### src/rtl/coso_sequencer.sv
// coso_sequencer: run-time sequencer for one COSO TRNG instance.
// Holds the matching controller in reset until started, waits for a matched
// configuration, runs repetition-count and adaptive-proportion health tests
// on the raw bit stream, forwards passing bits while in RUN, restarts the
// search on health failures and raises a sticky alarm on fatal conditions.
//
// Output handshake: rndValid is a one-cycle strobe qualifying rndBit. There is
// no ready/backpressure; the consumer must accept every strobed bit.
module coso_sequencer #(
  parameter int RCTCutoff       = 8,
  parameter int APTWindowLog    = 6,
  parameter int APTCutoff       = 48,
  parameter int WarmupSamples   = 16,
  parameter int MatchTimeoutLog = 20,
  parameter int MaxRestarts     = 3
) (
  input  logic       clk,
  input  logic       rst,
  input  logic       start,
  input  logic       matched,
  input  logic       noFound,
  input  logic       bitValid,
  input  logic       bitIn,
  output logic       ctrlRst,
  output logic       rndValid,
  output logic       rndBit,
  output logic       alarm,
  output logic [1:0] alarmCode,
  output logic [2:0] state,
  output logic [1:0] restarts
);

  localparam int RctW = $clog2(RCTCutoff + 1);
  localparam int AptW = APTWindowLog + 1;
  localparam int WuW  = $clog2(WarmupSamples + 1);

  typedef enum logic [2:0] {
    ST_IDLE   = 3'd0,
    ST_MATCH  = 3'd1,
    ST_WARMUP = 3'd2,
    ST_RUN    = 3'd3,
    ST_FAIL   = 3'd4
  } state_e;

  state_e                     state_q, state_d;
  logic                       ctrl_rst_q, ctrl_rst_d;
  logic                       rnd_valid_q, rnd_valid_d;
  logic                       rnd_bit_q, rnd_bit_d;
  logic                       alarm_q, alarm_d;
  logic [1:0]                 alarm_code_q, alarm_code_d;
  logic [1:0]                 restarts_q, restarts_d;
  logic [MatchTimeoutLog-1:0] tmo_q, tmo_d;
  logic                       have_prev_q, have_prev_d;
  logic                       prev_bit_q, prev_bit_d;
  logic [RctW-1:0]            rct_cnt_q, rct_cnt_d;
  logic [APTWindowLog-1:0]    apt_pos_q, apt_pos_d;
  logic                       apt_ref_q, apt_ref_d;
  logic [AptW-1:0]            apt_cnt_q, apt_cnt_d;
  logic [WuW-1:0]             wu_cnt_q, wu_cnt_d;

  logic [RctW-1:0]            rct_next;
  logic [AptW-1:0]            apt_next;
  logic                       in_test;
  logic                       health_fail;

  // Health-test counter values that the current bit would produce.
  always_comb begin
    in_test  = (state_q == ST_WARMUP) || (state_q == ST_RUN);
    rct_next = RctW'(1);
    if (have_prev_q && (bitIn == prev_bit_q)) begin
      rct_next = (rct_cnt_q == RctW'(RCTCutoff)) ? rct_cnt_q : rct_cnt_q + RctW'(1);
    end
    if (apt_pos_q == '0) begin
      apt_next = AptW'(1);
    end else if ((bitIn == apt_ref_q) && (apt_cnt_q != AptW'(APTCutoff))) begin
      apt_next = apt_cnt_q + AptW'(1);
    end else begin
      apt_next = apt_cnt_q;
    end
    health_fail = in_test && bitValid &&
                  ((rct_next == RctW'(RCTCutoff)) || (apt_next == AptW'(APTCutoff)));
  end

  // Next-state, counters and registered outputs.
  always_comb begin
    state_d      = state_q;
    ctrl_rst_d   = 1'b0;
    rnd_valid_d  = 1'b0;
    rnd_bit_d    = rnd_bit_q;
    alarm_d      = alarm_q;
    alarm_code_d = alarm_code_q;
    restarts_d   = restarts_q;
    tmo_d        = '0;
    have_prev_d  = have_prev_q;
    prev_bit_d   = prev_bit_q;
    rct_cnt_d    = rct_cnt_q;
    apt_pos_d    = apt_pos_q;
    apt_ref_d    = apt_ref_q;
    apt_cnt_d    = apt_cnt_q;
    wu_cnt_d     = wu_cnt_q;

    if (in_test && bitValid) begin
      have_prev_d = 1'b1;
      prev_bit_d  = bitIn;
      rct_cnt_d   = rct_next;
      apt_pos_d   = apt_pos_q + APTWindowLog'(1);
      apt_ref_d   = (apt_pos_q == '0) ? bitIn : apt_ref_q;
      apt_cnt_d   = apt_next;
      if (wu_cnt_q != WuW'(WarmupSamples)) wu_cnt_d = wu_cnt_q + WuW'(1);
    end

    unique case (state_q)
      ST_IDLE: begin
        ctrl_rst_d = 1'b1;
        if (start) begin
          state_d    = ST_MATCH;
          restarts_d = '0;
          ctrl_rst_d = 1'b0;
        end
      end
      ST_MATCH: begin
        // Health state is held cleared so each WARMUP entry starts fresh.
        have_prev_d = 1'b0;
        prev_bit_d  = 1'b0;
        rct_cnt_d   = '0;
        apt_pos_d   = '0;
        apt_ref_d   = 1'b0;
        apt_cnt_d   = '0;
        wu_cnt_d    = '0;
        if (noFound) begin
          state_d      = ST_FAIL;
          alarm_code_d = 2'd1;
        end else if (matched) begin
          state_d = ST_WARMUP;
        end else if (&tmo_q) begin
          state_d      = ST_FAIL;
          alarm_code_d = 2'd2;
        end else begin
          tmo_d = tmo_q + MatchTimeoutLog'(1);
        end
      end
      ST_WARMUP, ST_RUN: begin
        if ((state_q == ST_RUN) && bitValid && !health_fail) begin
          rnd_valid_d = 1'b1;
          rnd_bit_d   = bitIn;
        end
        if (health_fail) begin
          if (restarts_q == 2'(MaxRestarts - 1)) begin
            state_d      = ST_FAIL;
            alarm_code_d = 2'd3;
          end else begin
            restarts_d = restarts_q + 2'd1;
            ctrl_rst_d = 1'b1;
            state_d    = ST_MATCH;
          end
        end else if (!matched) begin
          state_d = ST_MATCH;
        end else if ((state_q == ST_WARMUP) && (wu_cnt_d == WuW'(WarmupSamples))) begin
          state_d = ST_RUN;
        end
      end
      default: begin
        state_d = ST_FAIL;
      end
    endcase

    if (state_d == ST_FAIL) begin
      ctrl_rst_d = 1'b1;
      alarm_d    = 1'b1;
    end
  end

  // State and counter registers with synchronous reset.
  always_ff @(posedge clk) begin
    if (rst) begin
      state_q      <= ST_IDLE;
      ctrl_rst_q   <= 1'b1;
      rnd_valid_q  <= 1'b0;
      rnd_bit_q    <= 1'b0;
      alarm_q      <= 1'b0;
      alarm_code_q <= 2'd0;
      restarts_q   <= 2'd0;
      tmo_q        <= '0;
      have_prev_q  <= 1'b0;
      prev_bit_q   <= 1'b0;
      rct_cnt_q    <= '0;
      apt_pos_q    <= '0;
      apt_ref_q    <= 1'b0;
      apt_cnt_q    <= '0;
      wu_cnt_q     <= '0;
    end else begin
      state_q      <= state_d;
      ctrl_rst_q   <= ctrl_rst_d;
      rnd_valid_q  <= rnd_valid_d;
      rnd_bit_q    <= rnd_bit_d;
      alarm_q      <= alarm_d;
      alarm_code_q <= alarm_code_d;
      restarts_q   <= restarts_d;
      tmo_q        <= tmo_d;
      have_prev_q  <= have_prev_d;
      prev_bit_q   <= prev_bit_d;
      rct_cnt_q    <= rct_cnt_d;
      apt_pos_q    <= apt_pos_d;
      apt_ref_q    <= apt_ref_d;
      apt_cnt_q    <= apt_cnt_d;
      wu_cnt_q     <= wu_cnt_d;
    end
  end

  assign ctrlRst   = ctrl_rst_q;
  assign rndValid  = rnd_valid_q;
  assign rndBit    = rnd_bit_q;
  assign alarm     = alarm_q;
  assign alarmCode = alarm_code_q;
  assign state     = state_q;
  assign restarts  = restarts_q;

endmodule

### config.mk
export PLATFORM = sky130hd
export DESIGN_NAME = coso_sequencer
export DESIGN_NICKNAME = d
export VERILOG_FILES = /design/src/rtl/coso_sequencer.sv
export SDC_FILE = /design/constraint.sdc
export NUM_CORES = 1
export LEC_CHECK = 0
export BUFFER_PORTS_ARGS = -buffer_cell sky130_fd_sc_hd__buf_4
export CAP_MARGIN = 15
export CORE_UTILIZATION = 37
export CTS_CLUSTER_SIZE = 28
export DETAILED_ROUTE_END_ITERATION = 16
export SETUP_SLACK_MARGIN = 0.1
export SKIP_CTS_REPAIR_TIMING = 1
export SLEW_MARGIN = 20
export SYNTH_ARGS = -nofsm -noshare
export SYNTH_HDL_FRONTEND = slang
export SYNTH_SLANG_ARGS = --single-unit
### constraint.sdc
create_clock -name clk -period 3.7 [get_ports clk]
set_input_delay 0.185 -clock clk [delete_from_list [all_inputs] [get_ports clk]]
set_output_delay 0.185 -clock clk [all_outputs]
set_load 0.02 [all_outputs]
==> results of run 1 <==
-- flip-flops by register name, indices dropped and copies added, names as in the netlist, 2 cells and up --
register / flops
apt_pos_q: 6
rct_cnt_q: 4
alarmCode: 2
apt_cnt_q: 7
tmo_q: 20
wu_cnt_q: 5
state: 3
restarts: 2
-- critical path: stages, from the launching register on --
cell,delay [ps]
dfxtp_1,530
nor2b_2,280
nand2_1,350
o21ai_0,350
nand3_1,120
o311a_1,300
or4_4,420
o211ai_2,80
-- layout by cell type, fill, tap and decap left out, types with 2 or more instances in the layout --
cell type,netlist,layout
dfxtp_1,56,56
nor2_1,51,51
nand2_1,38,38
a21oi_1,23,23
xor2_1,20,20
nand3_1,18,18
buf_4,3,18
inv_1,17,17
o21ai_0,13,13
nor3_1,10,10
xnor2_1,10,10
ha_1,10,10
nand4_1,8,8
and2_1,7,7
clkbuf_8,0,6
and3_1,5,5
or3_1,4,4
nand3b_1,4,4
or2_2,3,3
nor4_1,3,3
a31oi_1,3,3
a211oi_1,3,3
nand4b_1,2,2
or4_1,2,2
a22o_1,2,2
a221oi_1,2,2
-- routing by layer --
layer	vias to the layer above	global-route usage, %
li1	1262	-
met1	1104	18.9
met2	21	23.6
met3	7	2.78
met4	0	4.44
met5	-	0
-- final cells by class --
type | count | area (um^2)
Clock buffer | 6 | 82.6
Clock inverter | 2 | 38.8
Fill cell | 761 | 4230
Inverter | 17 | 63.8
Multi-Input combinational cell | 270 | 1660
Sequential cell | 56 | 1120
Tap cell | 99 | 124
Timing Repair Buffer | 18 | 135
-- power groups by stage --
| stage | combinational, mW | clock, mW | sequential [mW] |
|---|---|---|---|
| 2_1_floorplan | 0.0464 | 0 | 0.640 |
| 3_5_place_dp | 0.0835 | 0 | 0.634 |
| 5_1_grt | 0.0913 | 0.462 | 0.621 |
| 6_report | 0.0830 | 0.419 | 0.620 |
| 4_1_cts | 0.0836 | 0.438 | 0.620 |
| 3_3_place_gp | 0.0834 | 0 | 0.634 |
-- kinds of logic (layout without fill, tap and decap cells) --
group	Yosys count	count (layout)	synth area share (%)
xor+xnor	31	31	9.58
compound gates	64	64	15.0
flops	56	56	38.5
mux	2	2	0.731
fa+ha+maj	10	10	4.30
buf+inv	31	43	4.64
simple gates	163	163	27.2
-- worst max path at each step --
stage	startpoint	to	slack [ps]
2_1_floorplan	apt_cnt_q[0]	state[1]	1530
3_3_place_gp	state[1]	state[0]	1240
3_5_place_dp	state[1]	state[0]	1240
4_1_cts	state[1]	state[0]	1200
5_1_grt	state[1]	state[0]	1040
6_report	state[1]	state[0]	1200
-- through the flow --
| step | cells | total power [mW] | util, % |
|---|---|---|---|
| final | 468 | 1.12 | 43.2 |
| after detailed placement | 460 | 0.717 | 41.6 |
| after floorplan | 357 | 0.687 | - |
| after CTS | 468 | 1.14 | 43.2 |
| after global placement | 460 | 0.717 | 41.6 |
| after global routing | 468 | 1.17 | 43.2 |
==> flow_summary.ini, run 1 <==
[yosys]
synth_cell_type_count = 56
synth_area_um2 = 2910
synth_top_area_share_pct = 38.5
synth.most_common_cell = dfxtp_1
syn_nets = 374
yosysWarnings = 0
synth-main-ff-cell = dfxtp_1
syn_inst = 357
seq_area_frac_synth_pct = 38.5
yosys.area.top_type = dfxtp_1
ys_seq_elements = 56
synth_common_cells = 56 x dfxtp_1, 51 x nor2_1, 38 x nand2_1
async_reset_ff_share_pct = 0
synth_edf_count = 0
avgSynthCellArea_um2 = 8.16
synthTopCellsByArea = dfxtp_1 39%, nor2_1 6.6%, xor2_1 6.0%, nand2_1 4.9%, ha_1 4.3%

[power_and_ir_drop]
peakVddDrop_uv = 181
p_clk_share_pct = 37.3
pwr-share-comb_pct = 7.4
p_sw_share_pct = 22.9
switching_power_mw = 0.257
p_int_mw = 0.865
power_density_nw_per_um2 = 348
p_leak_nw = 1.12
p_seq_share_pct = 55.3

[hold_path]
hp-start = noFound
hold_depth = 2
hp-class = in2reg
timing.hold.worst_endpoint = alarmCode[1]

[clock_tree]
clockRootBuffer = clkbuf_8
clock_path_buffers = 2
htreeDepth = 2
cts_buffers = 5
clk_latency_ps = 310
clkTransAtPathRegs_ps = 100
cts_tree = yes
cts_sinks = 56

[sta]
timing.fmax_mhz = 401
worst_hold_slack_ps = 60.8
rsz0062_at_grt = no
tightest_slew_ps = 668
final-setup-viol-count = 0
hold_violations = 0
fin_crit_ps = 2500
fin_ws_ps = 1200
skew_ps = 11.0
slew_violations = 0
fin_crit_sh_pct = 67.5
fin_setup_tns_ps = 0
max_slew_margin_pct = 55.4

[worst_setup_path]
path_class = reg2reg
crit_required_ps = 3950
cp_max_fo = 15
timing.rr.end = state[0]
worstReg2RegStart = state[1]
cp-start-kind = flop
arrival_ps = 2750
worstRegToRegCells = 7
crit_path_end_kind = flop
r2r_slack_ps = 1200

[finish]
layout-drive-gt1-share_pct = 10.8
nets = 385
area_growth_pct = 10.6
finalInstanceArea_um2 = 3220
antenna_cells = 0

[global_routing]
grt_pass1_vias = 2158
grt_max_degree = 26
grt.total_usage_pct = 14.4
antenna_found_initial = 0
grt_pass1_wl_um = 9830
overflow = 0

[die]
die_w_um = 90.7
dieArea_um2 = 8230
io-pin-count = 18
coreArea_um2 = 7450
die_height_um = 90.7
start_util_pct = 39.1
core.rowCount = 31

[routing]
routed_wl_um = 5770
wl_met1_um = 2960
drt-initial-drc-count = 67
via_count = 2394
dr.pass1.iters = 6
remaining_drc_errors = 0
avgRoutedWirePerCell_um = 12.3
ant_nets = 0
met3WireLength_um = 141
wl_met2_um = 2610
via_per_inst = 5.12
highest_layer = met4

[place]
placed_area_um2 = 3100
gp_congestion = 0.827
io_buffers = 17
dp_slack_ps = 1240
dp_hpwl_um = 4190

[run]
maxCapViolCount = 0

[outcome]
outcome = finished clean
Note: power is estimated with default switching activity, not from simulation.
==> inputs of run 2 (changes only) <==
==> constraint.sdc (replaced) <==
create_clock -name clk -period 2.05 [get_ports clk]
set_input_delay 0.1025 -clock clk [delete_from_list [all_inputs] [get_ports clk]]
set_output_delay 0.1025 -clock clk [all_outputs]
set_load 0.02 [all_outputs]
==> run 2 against run 1 <==
  * Sequential power grew 79%
  * Flip-flop and latch count unchanged
  * Worst setup slack lost 1400 ps
  * Clock-buffer cell count stayed put
  * The flow now finishes with violations (setup timing)
==> flow_summary.ini, run 2 (same netlist as run 1, synthesis figures left out) <==
[outcome]
outcome = finished, violations left
violations = setup timing

[die]
start_util_pct = 39.1
core.rowCount = 31
die_w_um = 90.7
coreArea_um2 = 7450
die_height_um = 90.7
io-pin-count = 18
dieArea_um2 = 8230

[finish]
mostFrequentLayoutCells = 59 x buf_4, 53 x dfxtp_1, 51 x nor2_1
final_common_cell = buf_4
layout-drive-gt1-share_pct = 23.8
largest_register_ffs = 20
antenna_cells = 0
largestRegisters = tmo_q (20), apt_cnt_q (7), apt_pos_q (6)
final_cells = 511
regMostFlops = tmo_q
area_growth_pct = 24.2
nets = 428
finalInstanceArea_um2 = 3620

[routing]
via_per_inst = 5.09
via_count = 2600
ant_nets = 0
drt-initial-drc-count = 105
routed_wl_um = 6320
avgRoutedWirePerCell_um = 12.4
dr.pass1.iters = 4
remaining_drc_errors = 0

[power_and_ir_drop]
peakVddDrop_uv = 339
p_clk_share_pct = 32.7
p_leak_nw = 1.32
power_density_nw_per_um2 = 538
p_seq_share_pct = 57.1
switching_power_mw = 0.482
fin_total_pwr_mw = 1.95
pwr-share-comb_pct = 10.2
p_int_mw = 1.46
p_sw_share_pct = 24.7

[sta]
timing.fmax_mhz = 453
final-setup-viol-count = 10
max_slew_margin_pct = 76.6
skew_ps = 7.19
hold_violations = 0
fin_crit_sh_pct = 108
fin_crit_ps = 2210
tightest_slew_ps = 349
fin_ws_ps = -157
rsz0062_at_grt = yes
slew_violations = 0
worst_hold_slack_ps = 60.2

[worst_setup_path]
cp_max_fo = 5
slowest_stage = or4_4
timing.rr.end = state[0]
r2r_slack_ps = -160
crit_path_end_kind = flop
path_delay_family = simple AND/OR/NAND/NOR gates
worst-path-buf-inv = 1
crit_required_ps = 2290
slowest_delay_ps = 480
worstReg2RegStart = apt_cnt_q[1]
arrival_ps = 2450
worstRegToRegCells = 9
cp_cell_sequence = inv_4 -> ha_4 -> nand4b_1 -> o311ai_1 -> o22ai_1 -> and4_4 -> a31o_4 -> or4_4 -> o211ai_2
cp-start-kind = flop
path_class = reg2reg

[hold_path]
hp-class = in2reg
hp-start = matched
hold_depth = 2
timing.hold.worst_endpoint = state[1]

[place]
io_buffers = 17
dp_hpwl_um = 4710
gp_congestion = 0.884
placed_area_um2 = 3430
dp_cells = 500

[global_routing]
grt_pass1_vias = 2505
grt.total_usage_pct = 16.0
grt_pass1_wl_um = 11000
antenna_found_initial = 0
grt_max_degree = 21
overflow = 0

[clock_tree]
htreeDepth = 2
cts_buffers = 5
clock_path_buffers = 2
cts_sinks = 56
clockRootBuffer = clkbuf_8
cts_tree = yes
clkTransAtPathRegs_ps = 100
clk_latency_ps = 310

[run]
maxCapViolCount = 0
[run 2: how the worst max path moves through the flow]
stage | start | end | slack [ps] | cells past startpoint
floorplan | apt_cnt_q[0] | state[0] | -10 | 9
global placement | apt_cnt_q[1] | state[0] | -80 | 9
detailed placement | apt_cnt_q[1] | state[0] | -120 | 9
CTS | apt_cnt_q[1] | state[0] | -140 | 9
global route | apt_cnt_q[1] | alarmCode[1] | -290 | 9
finish | apt_cnt_q[1] | state[0] | -160 | 9
[run 2: per-layer routing]
| metal | up-vias | wire length, um | track usage (%) |
|---|---|---|---|
| li1 | 1345 | - | - |
| met1 | 1226 | 3090 | 20.1 |
| met2 | 23 | 3020 | 27.5 |
| met3 | 6 | 156 | 3.20 |
| met4 | 0 | 51 | 4.44 |
| met5 | - | 0 | 0 |
[run 2: power by group through the flow]
stage	Sequential [mW]	Combinational, mW	Clock (mW)
3_3_place_gp	1.14	0.185	0
6_report	1.11	0.199	0.636
5_1_grt	1.11	0.216	0.699
4_1_cts	1.11	0.187	0.660
2_1_floorplan	1.16	0.0844	0
3_5_place_dp	1.14	0.186	0
[run 2: area by class of cell]
class / count / area [um^2]
Fill cell: 741 / 3830
Multi-Input combinational cell: 270 / 1740
Sequential cell: 56 / 1130
Timing Repair Buffer: 61 / 464
Tap cell: 99 / 124
Clock buffer: 6 / 82.6
Inverter: 17 / 66.3
Clock inverter: 2 / 15.0
[run 2: through the flow]
step                      utilization [%]  worst slack, ps  setup TNS, ps
after global routing                 48.6             -290          -2470
after detailed placement             46.1             -117           -614
after global placement               46.1            -77.6           -321
after CTS                            47.4             -140           -800
final                                48.6             -157          -1010
after floorplan                         -            -13.1          -13.1
==> inputs of run 3 (changes only) <==
--- a/config.mk
+++ b/config.mk
@@ -10,6 +10,7 @@
 export CORE_UTILIZATION = 37
 export CTS_CLUSTER_SIZE = 28
 export DETAILED_ROUTE_END_ITERATION = 16
+export RECOVER_POWER = 50
 export SETUP_SLACK_MARGIN = 0.1
 export SKIP_CTS_REPAIR_TIMING = 1
 export SLEW_MARGIN = 20
==> run 3 against run 2 <==
  * The run still ends with setup timing left
  * Utilization shrank 0.69 points
  * Via count decreased by 0.23%
  * Total power fell by 0.77%
  * Global-route usage stayed put
  * Clock power hardly changed
  * Fmax shrank 0.19%
  * Cell count is the same
  * Sequential share of layout area rose by 0.45 points
  * Critical path type unchanged
  * Critical endpoint unchanged
  * Largest cell class unchanged
==> flow_summary.ini, run 3 (same netlist as run 1, synthesis figures left out) <==
[clock_tree]
cts_sinks = 56
clkTransAtPathRegs_ps = 110
htreeDepth = 2
cts_tree = yes
clock_path_buffers = 2
clk_latency_ps = 310
cts_buffers = 5
clockRootBuffer = clkbuf_8

[die]
start_util_pct = 39.1
die_w_um = 90.7
io-pin-count = 18
coreArea_um2 = 7450
dieArea_um2 = 8230
core.rowCount = 31
die_height_um = 90.7

[worst_setup_path]
cp_cell_sequence = inv_4 -> ha_4 -> nand4b_1 -> o311ai_1 -> o22ai_1 -> and4_4 -> a31o_4 -> or4_4 -> o211ai_2
worst-path-buf-inv = 1
slowest_stage = or4_4
cp_max_fo = 5
path_delay_family = simple AND/OR/NAND/NOR gates
crit_required_ps = 2300
crit_path_end_kind = flop
arrival_ps = 2460
path_class = reg2reg
worstReg2RegStart = apt_cnt_q[1]
crit_path_start = apt_cnt_q[1]
slowest_delay_ps = 480
cp-start-kind = flop

[run]
maxCapViolCount = 0

[routing]
remaining_drc_errors = 0
drt-initial-drc-count = 86
dr.pass1.iters = 4
routed_wl_um = 6330
ant_nets = 0
via_per_inst = 5.08
via_count = 2594
avgRoutedWirePerCell_um = 12.4

[sta]
timing.fmax_mhz = 452
slew_violations = 0
hold_violations = 0
fin_ws_ps = -161
skew_ps = 8.85
rsz0062_at_grt = yes
fin_crit_sh_pct = 108
max_slew_margin_pct = 67.0
fin_crit_ps = 2210
fin_setup_tns_ps = -964
tightest_slew_ps = 495
final-setup-viol-count = 10

[global_routing]
antenna_found_initial = 0
grt_pass1_vias = 2505
grt_max_degree = 21
grt.total_usage_pct = 16.0
overflow = 0
grt_pass1_wl_um = 11000

[finish]
final_core_utilization_pct = 47.9
largest_register_ffs = 20
regMostFlops = tmo_q
mostFrequentLayoutCells = 53 x dfxtp_1, 51 x nor2_1, 46 x buf_4
layout-drive-gt1-share_pct = 20.6
final_cells = 511
fillers = 756
largestRegisters = tmo_q (20), apt_cnt_q (7), apt_pos_q (6)
final_common_cell = dfxtp_1
nets = 428
antenna_cells = 0
area_growth_pct = 22.4

[power_and_ir_drop]
power_density_nw_per_um2 = 542
p_leak_nw = 1.27
fin_total_pwr_mw = 1.93
peakVddDrop_uv = 336

[place]
io_buffers = 17
dp_cells = 500
gp_congestion = 0.884
dp_hpwl_um = 4710

[hold_path]
hp-start = matched
hp-class = in2reg

[outcome]
violations = setup timing
outcome = finished, violations left
## run 3: cell types whose count changed in the layout (fill, tap and decap cells not counted)
cell	before	now
clkbuf_2	0	2
buf_4	59	46
nor3_1	9	10
clkbuf_1	0	11
or2_2	3	2
nor3_2	2	1
or2_0	0	1
## run 3: cell type report
type                            instances  area [um^2]  share of cell area (%)
Tap cell                               99          124                    3.47
Multi-Input combinational cell        270         1730                    48.6
Timing Repair Buffer                   61          418                    11.7
Clock inverter                          2         15.0                   0.421
Clock buffer                            6         82.6                    2.32
Inverter                               17         66.3                    1.86
Sequential cell                        56         1130                    31.6
## run 3: worst paths after layout
kind | slack [ps] | depth (start not counted) | endpoint
worst max-delay path | -160 | 9 | state[0]
worst min-delay path | 60 | 2 | state[1]
worst min register to register | 460 | 2 | alarm
worst max register to register | -160 | 9 | state[0]
## run 3: per-layer routing
metal  wire length, um  GRT usage, %
met5                 0             0
met4                34          4.44
met3               130          3.20
met2              3020          27.5
met1              3140          20.1
## run 3: metrics by stage
| stage | setup WS (ps) | instance area (um^2) | hold WS, ps |
|---|---|---|---|
| 4_1_cts | -140 | 3530 | -23.9 |
| 6_report | -161 | 3560 | 59.7 |
| 3_3_place_gp | -77.6 | 3430 | 317 |
| 5_1_grt | -290 | 3560 | 42.0 |
| 2_1_floorplan | -13.1 | 2940 | 214 |
| 3_5_place_dp | -117 | 3430 | 317 |
## run 3: power by group
group / internal (mW) / switching [mW] / total (mW)
logic: 0.0742 / 0.110 / 0.184
registers: 1.10 / 0.00915 / 1.11
clock network: 0.274 / 0.362 / 0.637
total: 1.45 / 0.481 / 1.93
